`src/rtl/step_pulse_gen_if.sv`:
```
// Command handshake bundle for step_pulse_gen: a host (master) offers a move
// (count, period, direction) and the pulse generator (slave) accepts it with ready.
interface step_pulse_gen_if #(
  parameter int CNT_W = 16,
  parameter int PER_W = 20
);
  logic             cmd_valid;
  logic             cmd_ready;
  logic [CNT_W-1:0] cmd_count;
  logic [PER_W-1:0] cmd_period;
  logic             cmd_dir;

  modport master (
    output cmd_valid, cmd_count, cmd_period, cmd_dir,
    input  cmd_ready
  );

  modport slave (
    input  cmd_valid, cmd_count, cmd_period, cmd_dir,
    output cmd_ready
  );
endinterface

```
`src/rtl/step_pulse_gen.sv`:
```
// Stepper move generator: turns a (count, period, dir) command into timed single-cycle
// step pulses, tracks signed position. Optional acceleration ramp via macro STEP_RAMP_EN.
module step_pulse_gen #(
  parameter int CNT_W = 16,
  parameter int PER_W = 20,
  parameter int POS_W = 16
`ifdef STEP_RAMP_EN
  ,
  parameter int RAMP_OFFSET = 64,
  parameter int RAMP_DEC    = 4
`endif
) (
  input  logic                    clk,
  input  logic                    reset_n,
  step_pulse_gen_if.slave         cmd,
  input  logic                    abort,
  output logic                    step,
  output logic                    dir,
  output logic                    busy,
  output logic                    done,
  output logic                    aborted,
  output logic signed [POS_W-1:0] position
);

  typedef enum logic [0:0] {
    ST_IDLE = 1'b0,
    ST_RUN  = 1'b1
  } state_t;

  localparam logic [PER_W-1:0] PER_ONE  = {{(PER_W-1){1'b0}}, 1'b1};
  localparam logic [PER_W-1:0] PER_ZERO = {PER_W{1'b0}};
  localparam logic [CNT_W-1:0] CNT_ZERO = {CNT_W{1'b0}};
  localparam logic [CNT_W-1:0] CNT_ONE  = {{(CNT_W-1){1'b0}}, 1'b1};
  localparam logic [POS_W-1:0] POS_ONE  = {{(POS_W-1){1'b0}}, 1'b1};
  localparam logic [POS_W-1:0] POS_ZERO = {POS_W{1'b0}};

`ifdef STEP_RAMP_EN
  localparam logic [PER_W:0] RAMP_OFFSET_W = (PER_W+1)'(RAMP_OFFSET);
  localparam logic [PER_W:0] RAMP_DEC_W    = (PER_W+1)'(RAMP_DEC);

  // First period of a move: base plus offset, clamped to the largest encodable period.
  function automatic logic [PER_W-1:0] ramp_first(input logic [PER_W-1:0] base);
    logic [PER_W:0] sum;
    sum = {1'b0, base} + RAMP_OFFSET_W;
    if (sum[PER_W]) begin
      ramp_first = {PER_W{1'b1}};
    end else begin
      ramp_first = sum[PER_W-1:0];
    end
  endfunction

  // Shrink the period after a step, never going below the commanded base period.
  function automatic logic [PER_W-1:0] ramp_next(input logic [PER_W-1:0] cur,
                                                 input logic [PER_W-1:0] base);
    logic [PER_W:0] diff;
    diff = {1'b0, cur} - RAMP_DEC_W;
    if (diff[PER_W] || (diff[PER_W-1:0] < base)) begin
      ramp_next = base;
    end else begin
      ramp_next = diff[PER_W-1:0];
    end
  endfunction

  logic [PER_W-1:0] base_r, base_s;
`endif

  state_t           state_r, state_s;
  logic [PER_W-1:0] cnt_r, cnt_s;
  logic [PER_W-1:0] per_r, per_s;
  logic [CNT_W-1:0] rem_r, rem_s;
  logic [POS_W-1:0] pos_r, pos_s;
  logic             dir_r, dir_s;
  logic             step_r, step_s;
  logic             busy_r, busy_s;
  logic             done_r, done_s;
  logic             aborted_r, aborted_s;
  logic             ready_r, ready_s;
  logic [PER_W-1:0] eff_per_s;

  // Next-state and next-output decode for the IDLE/RUN move sequencer.
  always_comb begin
    state_s   = state_r;
    cnt_s     = cnt_r;
    per_s     = per_r;
    rem_s     = rem_r;
    pos_s     = pos_r;
    dir_s     = dir_r;
    step_s    = 1'b0;
    done_s    = 1'b0;
    aborted_s = 1'b0;
`ifdef STEP_RAMP_EN
    base_s    = base_r;
`endif
    if (cmd.cmd_period == PER_ZERO) begin
      eff_per_s = PER_ONE;
    end else begin
      eff_per_s = cmd.cmd_period;
    end

    case (state_r)
      ST_IDLE: begin
        if (cmd.cmd_valid) begin
          dir_s = cmd.cmd_dir;
          rem_s = cmd.cmd_count;
          cnt_s = PER_ZERO;
`ifdef STEP_RAMP_EN
          base_s = eff_per_s;
          per_s  = ramp_first(eff_per_s);
`else
          per_s  = eff_per_s;
`endif
          if (cmd.cmd_count == CNT_ZERO) begin
            done_s = 1'b1;
          end else begin
            state_s = ST_RUN;
          end
        end else begin
          state_s = ST_IDLE;
        end
      end
      ST_RUN: begin
        // Abort takes priority, so a step due on this edge is dropped with its position update.
        if (abort) begin
          state_s   = ST_IDLE;
          done_s    = 1'b1;
          aborted_s = 1'b1;
        end else if (rem_r == CNT_ZERO) begin
          state_s = ST_IDLE;
          done_s  = 1'b1;
        end else if (cnt_r == (per_r - PER_ONE)) begin
          step_s = 1'b1;
          cnt_s  = PER_ZERO;
          rem_s  = rem_r - CNT_ONE;
          if (dir_r) begin
            pos_s = pos_r + POS_ONE;
          end else begin
            pos_s = pos_r - POS_ONE;
          end
`ifdef STEP_RAMP_EN
          per_s = ramp_next(per_r, base_r);
`else
          per_s = per_r;
`endif
        end else begin
          cnt_s = cnt_r + PER_ONE;
        end
      end
      default: begin
        state_s = ST_IDLE;
      end
    endcase

    ready_s = (state_s == ST_IDLE);
    busy_s  = (state_s == ST_RUN);
  end

  // State and output registers; reset clears the move, including position.
  always_ff @(posedge clk or negedge reset_n) begin
    if (!reset_n) begin
      state_r   <= ST_IDLE;
      cnt_r     <= PER_ZERO;
      per_r     <= PER_ONE;
      rem_r     <= CNT_ZERO;
      pos_r     <= POS_ZERO;
      dir_r     <= 1'b0;
      step_r    <= 1'b0;
      busy_r    <= 1'b0;
      done_r    <= 1'b0;
      aborted_r <= 1'b0;
      ready_r   <= 1'b1;
`ifdef STEP_RAMP_EN
      base_r    <= PER_ONE;
`endif
    end else begin
      state_r   <= state_s;
      cnt_r     <= cnt_s;
      per_r     <= per_s;
      rem_r     <= rem_s;
      pos_r     <= pos_s;
      dir_r     <= dir_s;
      step_r    <= step_s;
      busy_r    <= busy_s;
      done_r    <= done_s;
      aborted_r <= aborted_s;
      ready_r   <= ready_s;
`ifdef STEP_RAMP_EN
      base_r    <= base_s;
`endif
    end
  end

  assign cmd.cmd_ready = ready_r;
  assign step          = step_r;
  assign dir           = dir_r;
  assign busy          = busy_r;
  assign done          = done_r;
  assign aborted       = aborted_r;
  assign position      = pos_r;

endmodule
```
`src/flat_wrapper.sv`:
```
// flat-port wrapper written by rule: the top's interface ports become plain ports
module step_pulse_gen_flat 
#(
  parameter int CNT_W = 16,
  parameter int PER_W = 20,
  parameter int POS_W = 16

)
  (clk, reset_n, abort, step, dir, busy, done, aborted, position, cmd_cmd_valid, cmd_cmd_count, cmd_cmd_period, cmd_cmd_dir, cmd_cmd_ready);
  step_pulse_gen_if #(.CNT_W(CNT_W), .PER_W(PER_W)) cmd_i ();
  input  logic clk;
  input  logic reset_n;
  input  logic abort;
  output logic step;
  output logic dir;
  output logic busy;
  output logic done;
  output logic aborted;
  output logic signed [POS_W-1:0] position;
  input wire logic [$bits(cmd_i.cmd_valid)-1:0] cmd_cmd_valid;
  input wire logic [$bits(cmd_i.cmd_count)-1:0] cmd_cmd_count;
  input wire logic [$bits(cmd_i.cmd_period)-1:0] cmd_cmd_period;
  input wire logic [$bits(cmd_i.cmd_dir)-1:0] cmd_cmd_dir;
  output wire logic [$bits(cmd_i.cmd_ready)-1:0] cmd_cmd_ready;
  assign cmd_i.cmd_valid = cmd_cmd_valid;
  assign cmd_i.cmd_count = cmd_cmd_count;
  assign cmd_i.cmd_period = cmd_cmd_period;
  assign cmd_i.cmd_dir = cmd_cmd_dir;
  assign cmd_cmd_ready = cmd_i.cmd_ready;
  step_pulse_gen #(.CNT_W(CNT_W), .PER_W(PER_W), .POS_W(POS_W)) u_core (.clk(clk), .reset_n(reset_n), .cmd(cmd_i), .abort(abort), .step(step), .dir(dir), .busy(busy), .done(done), .aborted(aborted), .position(position));
endmodule
```
`config.mk`:
```
export PLATFORM = sky130hd
export DESIGN_NAME = step_pulse_gen_flat
export DESIGN_NICKNAME = d
export VERILOG_FILES = /design/src/rtl/step_pulse_gen_if.sv /design/src/rtl/step_pulse_gen.sv /design/src/flat_wrapper.sv
export SDC_FILE = /design/constraint.sdc
export NUM_CORES = 1
export LEC_CHECK = 0
export CAP_MARGIN = 10
export CORE_MARGIN = 2
export CORE_UTILIZATION = 56
export DETAILED_ROUTE_END_ITERATION = 10
export PLACE_DENSITY = 0.76
export SYNTH_ARGS = -nofsm -noshare
export SYNTH_HDL_FRONTEND = slang
export SYNTH_SLANG_ARGS = --single-unit
```
`constraint.sdc`:
```
create_clock -name clk -period 4.1 [get_ports clk]
set_input_delay 0.82 -clock clk [delete_from_list [all_inputs] [get_ports clk]]
set_output_delay 0.82 -clock clk [all_outputs]
set_load 0.05 [all_outputs]
```
Yosys cells after proc, flatten, opt, wreduce, memory -nomap -nowiden. Cells that the tools add are included.

Output and inout port bits: 22. Input port bits: 41. Register bits after elaboration: 78.

Muxes and demuxes: 30. Reduce and logical (&&, ||, !) cells: 8. Bitwise operators: 4. Equality and inequality tests: 5. Add/subtract/negate cells: 5.

Operators by type and width (count): $mux 20 (7); $mux 16 (5); $pmux 20 s2 (1); $logic_not 16->1 (2); $pmux 16 s2 (1); $sub 16x1->16 const B (2); $add 20x1->20 const B (1); $eq 20x20->1 (1); $logic_not 20->1 (1); $sub 20x1->20 const B (1); $add 16x1->16 const B (1); $mux 1 (14); $ne 2x2->1 const B (4); $reduce_and 4->1 (2); $not 1->1 (4); $pmux 1 s2 (2); $reduce_and 2->1 (2); $reduce_and 3->1 (1).

Logic depth before layout (Yosys ltp). Gate-level depths: netlist (run 1).

Depth in word-level cells: 6. Gate-level depth with buffers: 12. Depth with buffers taken out: 10.

Least setup slack after synthesis (run 1). No wires, ideal clock.

Path type: reg-to-reg. Start: register u_core.dir_r, in the netlist u_core.dir. End: register u_core.pos_r[14], in the netlist u_core.position[14]. Slack: 0.579 ns. Data required time: 3.976 ns. Arrival time: 3.397 ns. Stages on the path, launching flop included: 11. Buffers on the path: 0. Cells stage by stage: dfrtp_1 > inv_1 > fa_1 > a21o_1 > a221o_1 > o41ai_1 > o21ai_0 > or4_1 > a31oi_1 > xor2_1 > o21ai_1.

Cells in the longest elaborated chain, start to end: 1.

RTL lines: start, declared (line step_pulse_gen.sv:72) `logic dir_r, dir_s;`; start signal, assigned (line step_pulse_gen.sv:180) `dir_r <= dir_s;`; $mux 16 (line step_pulse_gen.sv:134) `if (dir_r) begin`; end signal, assigned (line step_pulse_gen.sv:179) `pos_r <= pos_s;`; end, declared (line step_pulse_gen.sv:71) `logic [POS_W-1:0] pos_r, pos_s;`.

No other way between the ends. A chain may end at the register's enable or synchronous reset.

Worst setup path in the final report (run 1).
Start: register u_core.per_r[1]. End: register u_core.rem_r[13].

Cells in the longest elaborated chain, start to end: 4.

RTL lines: start, declared (line step_pulse_gen.sv:69) `logic [PER_W-1:0] per_r, per_s;`; start signal, assigned (line step_pulse_gen.sv:177) `per_r <= per_s;`; $sub 20x1->20 (line step_pulse_gen.sv:130) `end else if (cnt_r == (per_r - PER_ONE)) begin`; $eq 20x20->1 (line step_pulse_gen.sv:130); $ne 2x2->1 (no line); $reduce_and 4->1 (no line); end signal, assigned (line step_pulse_gen.sv:178) `rem_r <= rem_s;`; end, declared (line step_pulse_gen.sv:70) `logic [CNT_W-1:0] rem_r, rem_s;`.

No other way between the ends.

==> results of run 1 <==
cell type report:
cell class / instances / area (um2) / share of cell area (%)
repair buffers: 76 / 723 / 11.6
multi-input cells: 493 / 3110 / 49.9
flip-flops and latches: 78 / 1950 / 31.3
clock inverters: 5 / 108 / 1.73
clock buffers: 11 / 131 / 2.11
well taps: 111 / 139 / 2.23
inverters: 18 / 67.6 / 1.08
layout by cell type (no fill, tap or decap), types with 8 or more instances in the layout:
cell | synthesis | routed
o21ai_1 | 9 | 9
and3_1 | 9 | 9
nand3_1 | 22 | 22
a21oi_1 | 18 | 18
inv_1 | 18 | 18
nand2_1 | 105 | 105
ha_1 | 17 | 17
nor4_1 | 32 | 32
o21ai_0 | 28 | 28
nor3_1 | 14 | 14
dfrtp_1 | 76 | 76
clkdlybuf4s50_1 | 0 | 61
nand2b_1 | 9 | 9
a21o_1 | 10 | 10
xnor2_1 | 26 | 26
nand4_1 | 8 | 8
buf_4 | 0 | 15
xor2_1 | 25 | 25
nor2_1 | 42 | 41
or3_1 | 12 | 12
clkbuf_8 | 0 | 9
metal layers:
layer | part of all wire [%] | global-route usage, % | wire, um | vias to the layer above
met2 | 50 | 46.6 | 6800 | 186
li1 | - | - | - | 2369
met3 | 5.2 | 4.02 | 710 | 27
met1 | 42 | 34.7 | 5780 | 2395
met5 | 0 | 0 | 0 | -
met4 | 2.2 | 10.2 | 301 | 0
power groups by stage:
stage / logic, mW / clock network [mW] / registers (mW)
global route: 0.903 / 0.750 / 1.07
CTS: 0.809 / 0.720 / 1.05
floorplan: 0.579 / 0 / 1.02
global placement: 0.781 / 0 / 1.06
finish: 0.816 / 0.705 / 1.05
detailed placement: 0.804 / 0 / 1.06
through the flow:
stage | hold WS [ns] | std cells
3_5_place_dp | 0.477 | 776
3_3_place_gp | 0.460 | 776
4_1_cts | 0.487 | 792
2_1_floorplan | 0.467 | 611
6_report | 0.488 | 792
5_1_grt | 0.499 | 792
registers in the layout (all words and copies together) (netlist names):
name                  count
u_core.aborted            1
u_core.cmd.cmd_ready      1
u_core.cnt_r             20
u_core.dir                1
u_core.done               1
u_core.per_r             20
u_core.position          16
u_core.rem_r             16
u_core.state_r            1
u_core.step               1
cell families (layout without fill, tap and decap cells):
kind of cell	count (synthesis)	in the layout	share of synthesized area (%)
muxes	6	6	1.17
DFF	78	78	37.3
buffers and inverters	40	110	3.25
AOI/OAI and AO/OA	130	130	17.3
adders and majority gates	18	18	4.45
xor gates and xnor gates	51	51	8.53
and+or+nand+nor	288	288	27.9
final timing paths:
check / start / to / slack, ns / depth (start not counted)
worst min-delay path: u_core.position[15] / u_core.position[15] / 0.49 / 1
worst min register to register: u_core.position[15] / u_core.position[15] / 0.49 / 1
worst max register to register: u_core.per_r[1] / u_core.rem_r[13] / 0.40 / 10
worst max-delay path: u_core.per_r[1] / u_core.rem_r[13] / 0.40 / 10
max in group asynchronous: reset_n / u_core.per_r[14] / 2.81 / 1
min in group asynchronous: reset_n / u_core.position[7] / 0.57 / 1
==> impl_metrics.toml, run 1 <==
[sta]
drv_slew = 0
slew-limit-headroom_pct = 32.0
tightest_slew_ns = 1.02
setup_slack_ns = 0.399
fin_crit_ns = 3.70
hold_viol_final = 0
finClkSkew_ns = 0.0144
finalSetupTns_ns = 0
setup-violations-final = 0
min_period_over_period_pct = 90.3
fmaxAchievable_mhz = 270
rsz0062_at_grt = "false"

[routing]
antenna_left = 0
dr.pass1.iters = 5
viasPerCell = 6.28
drt-wirelength-per-cell_um = 17.2
drc = 0
dr.first_iter.drc_count = 270
vias = 4977
wl_mm = 13.6

[logic_synthesis]
synth-seq-cells = 78
syn_nets = 670
async_reset_ff_share_pct = 100
synth_flop_cell = "dfrtp_1"
synthCells = 611
synth_most_common_cell = "nand2_1"
synth.top_cell.area_share_pct = 36.3
yosysSeqAreaShare_pct = 37.3
synth-edff-count = 0
avgSynthCellArea_um2 = 8.57
synth_top_area_cell = "dfrtp_1"
synth_commonest_cells = "105 x nand2_1, 76 x dfrtp_1, 42 x nor2_1"
yosys_warnings = 0
syn_area_mm2 = 0.00523
netlist_top_cells_area = "dfrtp_1 36%, nand2_1 7.5%, xnor2_1 4.4%, xor2_1 4.2%, ha_1 4.1%"
synth_cell_type_count = 71

[layout]
final_nets = 735
antenna_cells = 0
post-route-util_pct = 68.1
syn2layout_area_growth_pct = 19.1
finish.instance_area_mm2 = 0.00623
drive_gt1_share_pct = 7.05
nFillCells = 764

[die]
io_pins = 63
die_y_um = 101
die_area_mm2 = 0.0101
core-area_mm2 = 0.00915
initial_core_util_pct = 57.2
fp.dieW_um = 101
row_count = 35

[power_and_ir_drop]
powerDensity_mw_per_mm2 = 413
p_total_mw = 2.58
pwr-share-seq_pct = 41.0
vdd_drop_max_uv = 258
switching_power_mw = 0.940
p_comb_share_pct = 31.7
switching_share_pct = 36.5
p_clk_share_pct = 27.4
internal_power_mw = 1.64
p_leak_nw = 2.68

[clock_network]
cts.sinks = 78
cts_inserted_buffers = 9
cts_root_buf = "clkbuf_8"
cts_hold_buf = 0
clk_latency_ns = 0.37
cts_setup_buffers = 0
cts_buffer_depth = 2
clk_pin_slew_ns = 0.08
h-tree-depth = 3
cts_resized = 0
cts_tree = "yes"

[setup_path]
crit_path_frequent_cell = "or4_4"
critPathBufInv = 1
crit_fanout = 29
arrival_ns = 3.94
end_kind = "flip-flop"
critical-path-top-delay-family = "simple AND/OR/NAND/NOR gates"
crit_required_ns = 4.34
max_stage_delay_ns = 0.64
startpoint_type = "flip-flop"
path_cells = "inv_1 > ha_1 > nor3b_2 > and4_1 > o2111ai_1 > a2111o_1 > or4_4 > or4_4 > a32oi_1 > o21ai_1"
cpMaxStageDelayCell = "or4_4"
criticalPathCategory = "flip-flop to flip-flop"

[global_routing]
grt_antenna_before_repair = 0
grt_pass1_vias = 4587
grt_max_degree = 79
grt_pass1_wl_mm = 21.9
grt_usage_pct = 27.2
grt_overflow = 0

[placed_design]
pre_cts_ws_ns = 0.449
placed_area_mm2 = 0.00600
place_congestion = 0.916
post-dp-hpwl_mm = 10.0
portBuffers = 62

[flow_run]
max_cap_viol_count = 0

[worst_hold_path]
hold_class = "flip-flop to flip-flop"

[run_status]
status = "completed"
Power figures use the tool's default switching activity.
==> inputs of run 2 (changes only) <==
==> constraint.sdc (replaced) <==
create_clock -name clk -period 3.9 [get_ports clk]
set_input_delay 0.78 -clock clk [delete_from_list [all_inputs] [get_ports clk]]
set_output_delay 0.78 -clock clk [all_outputs]
set_load 0.05 [all_outputs]
==> impl_metrics.toml, run 2 (same netlist as run 1, synthesis figures left out) <==
[run_status]
status = "completed"

[placed_design]
pre_cts_ws_ns = 0.273
dpl.cell_count = 780
place_congestion = 0.961
post-dp-hpwl_mm = 10.2
portBuffers = 62
placed_area_mm2 = 0.00603

[routing]
drc = 0
drt-wirelength-per-cell_um = 17.5
viasPerCell = 6.17
antenna_left = 0
wl_mm = 14.0
dr.pass1.iters = 5
vias = 4913
dr.first_iter.drc_count = 279

[layout]
syn2layout_area_growth_pct = 18.4
final_cell_mix = "105 x nand2_1, 76 x dfrtp_1, 61 x clkdlybuf4s50_1"
final_nets = 739
antenna_cells = 0
stdcell_count = 796
drive_gt1_share_pct = 7.74
final_common_cell = "nand2_1"
top_regs = "u_core.cnt_r: 20 flops, u_core.per_r: 20 flops"
finish.instance_area_mm2 = 0.00620

[sta]
fmaxAchievable_mhz = 276
drv_slew = 0
finClkSkew_ns = 0.0154
rsz0062_at_grt = "false"
fin_hold_ws_ns = 0.475
setup-violations-final = 0
tightest_slew_ns = 1.01
setup_slack_ns = 0.279
finalSetupTns_ns = 0
fin_crit_ns = 3.62
hold_viol_final = 0
slew-limit-headroom_pct = 32.5
min_period_over_period_pct = 92.9

[die]
die_area_mm2 = 0.0101
fp.dieW_um = 101
row_count = 35
core-area_mm2 = 0.00915
initial_core_util_pct = 57.2
io_pins = 63
die_y_um = 101

[setup_path]
end_kind = "flip-flop"
reg2reg_depth = 10
rrSetupSlack_ns = 0.28
startpoint_type = "flip-flop"
arrival_ns = 3.85
criticalPathCategory = "flip-flop to flip-flop"
crit_fanout = 29
crit_required_ns = 4.13

[global_routing]
grt_pass1_vias = 4648
grt_overflow = 0
grt_pass1_wl_mm = 22.8
grt_max_degree = 79
grt_usage_pct = 28.2
grt_antenna_before_repair = 0

[power_and_ir_drop]
vdd_drop_max_uv = 200
p_leak_nw = 2.67
powerDensity_mw_per_mm2 = 411

[clock_network]
cts_resized = 0
cts_inserted_buffers = 9
cts_hold_buf = 0
cts_setup_buffers = 0
clk_latency_ns = 0.36
cts_tree = "yes"
cts_buffer_depth = 2
cts_root_buf = "clkbuf_8"
h-tree-depth = 3
clk_pin_slew_ns = 0.08
cts.sinks = 78

[flow_run]
max_cap_viol_count = 0

[worst_hold_path]
hold_depth = 1
hold_class = "flip-flop to flip-flop"
==> run 2: changes by cell type in the layout (fill, tap and decap cells not counted) <==
cell        change
buf_4           +4
bufinv_16       -3
clkinv_2        +3
clkinv_4        -2
clkbuf_8        +1
clkinvlp_4      +1
ha_1            -1
ha_2            +1
==> run 2: final timing paths <==
path	to	startpoint
max in group asynchronous	u_core.per_r[15]	reset_n
min	u_core.position[15]	u_core.position[15]
min in group asynchronous	u_core.position[7]	reset_n
max	u_core.rem_r[13]	u_core.per_r[1]
min reg2reg	u_core.position[15]	u_core.position[15]
max reg2reg	u_core.rem_r[13]	u_core.per_r[1]
==> run 2: routing by layer <==
| metal | vias to the layer above | routed length [um] | track usage, % |
|---|---|---|---|
| li1 | 2370 | - | - |
| met1 | 2359 | 5870 | 36.3 |
| met5 | - | 0 | 0 |
| met2 | 160 | 7060 | 48.2 |
| met3 | 24 | 691 | 4.44 |
| met4 | 0 | 336 | 9.69 |
==> run 2: final cells by class <==
class                      instances  area (um2)
sequential                        78        1950
clock inverter                     4        22.5
inverter                          18        67.6
timing repair buffer              80         753
clock buffer                      12         145
multi-input combinational        493        3110
fill                             762        2960
tap                              111         139
==> run 2: power by group <==
group / internal [mW] / leakage [nW] / switching, mW / total [mW]
Sequential: 0.925 / 1.01 / 0.175 / 1.10
Clock: 0.246 / 0.0861 / 0.309 / 0.555
Combinational: 0.379 / 1.58 / 0.513 / 0.892
==> run 2: stage by stage <==
stage | utilization, % | total power, mW
after floorplan | - | 1.69
after global placement | 65.8 | 1.95
after detailed placement | 65.8 | 1.98
after CTS | 67.7 | 2.54
after global routing | 67.7 | 2.70
final | 67.7 | 2.55
==> run 2: critical path: stages (launching register included) <==
cell	delay [ns]
dfrtp_1	0.41
inv_1	0.09
ha_2	0.25
nor3b_2	0.24
and4_1	0.28
o2111ai_1	0.16
a2111o_1	0.44
or4_4	0.65
or4_4	0.63
a32oi_1	0.26
o21ai_1	0.09
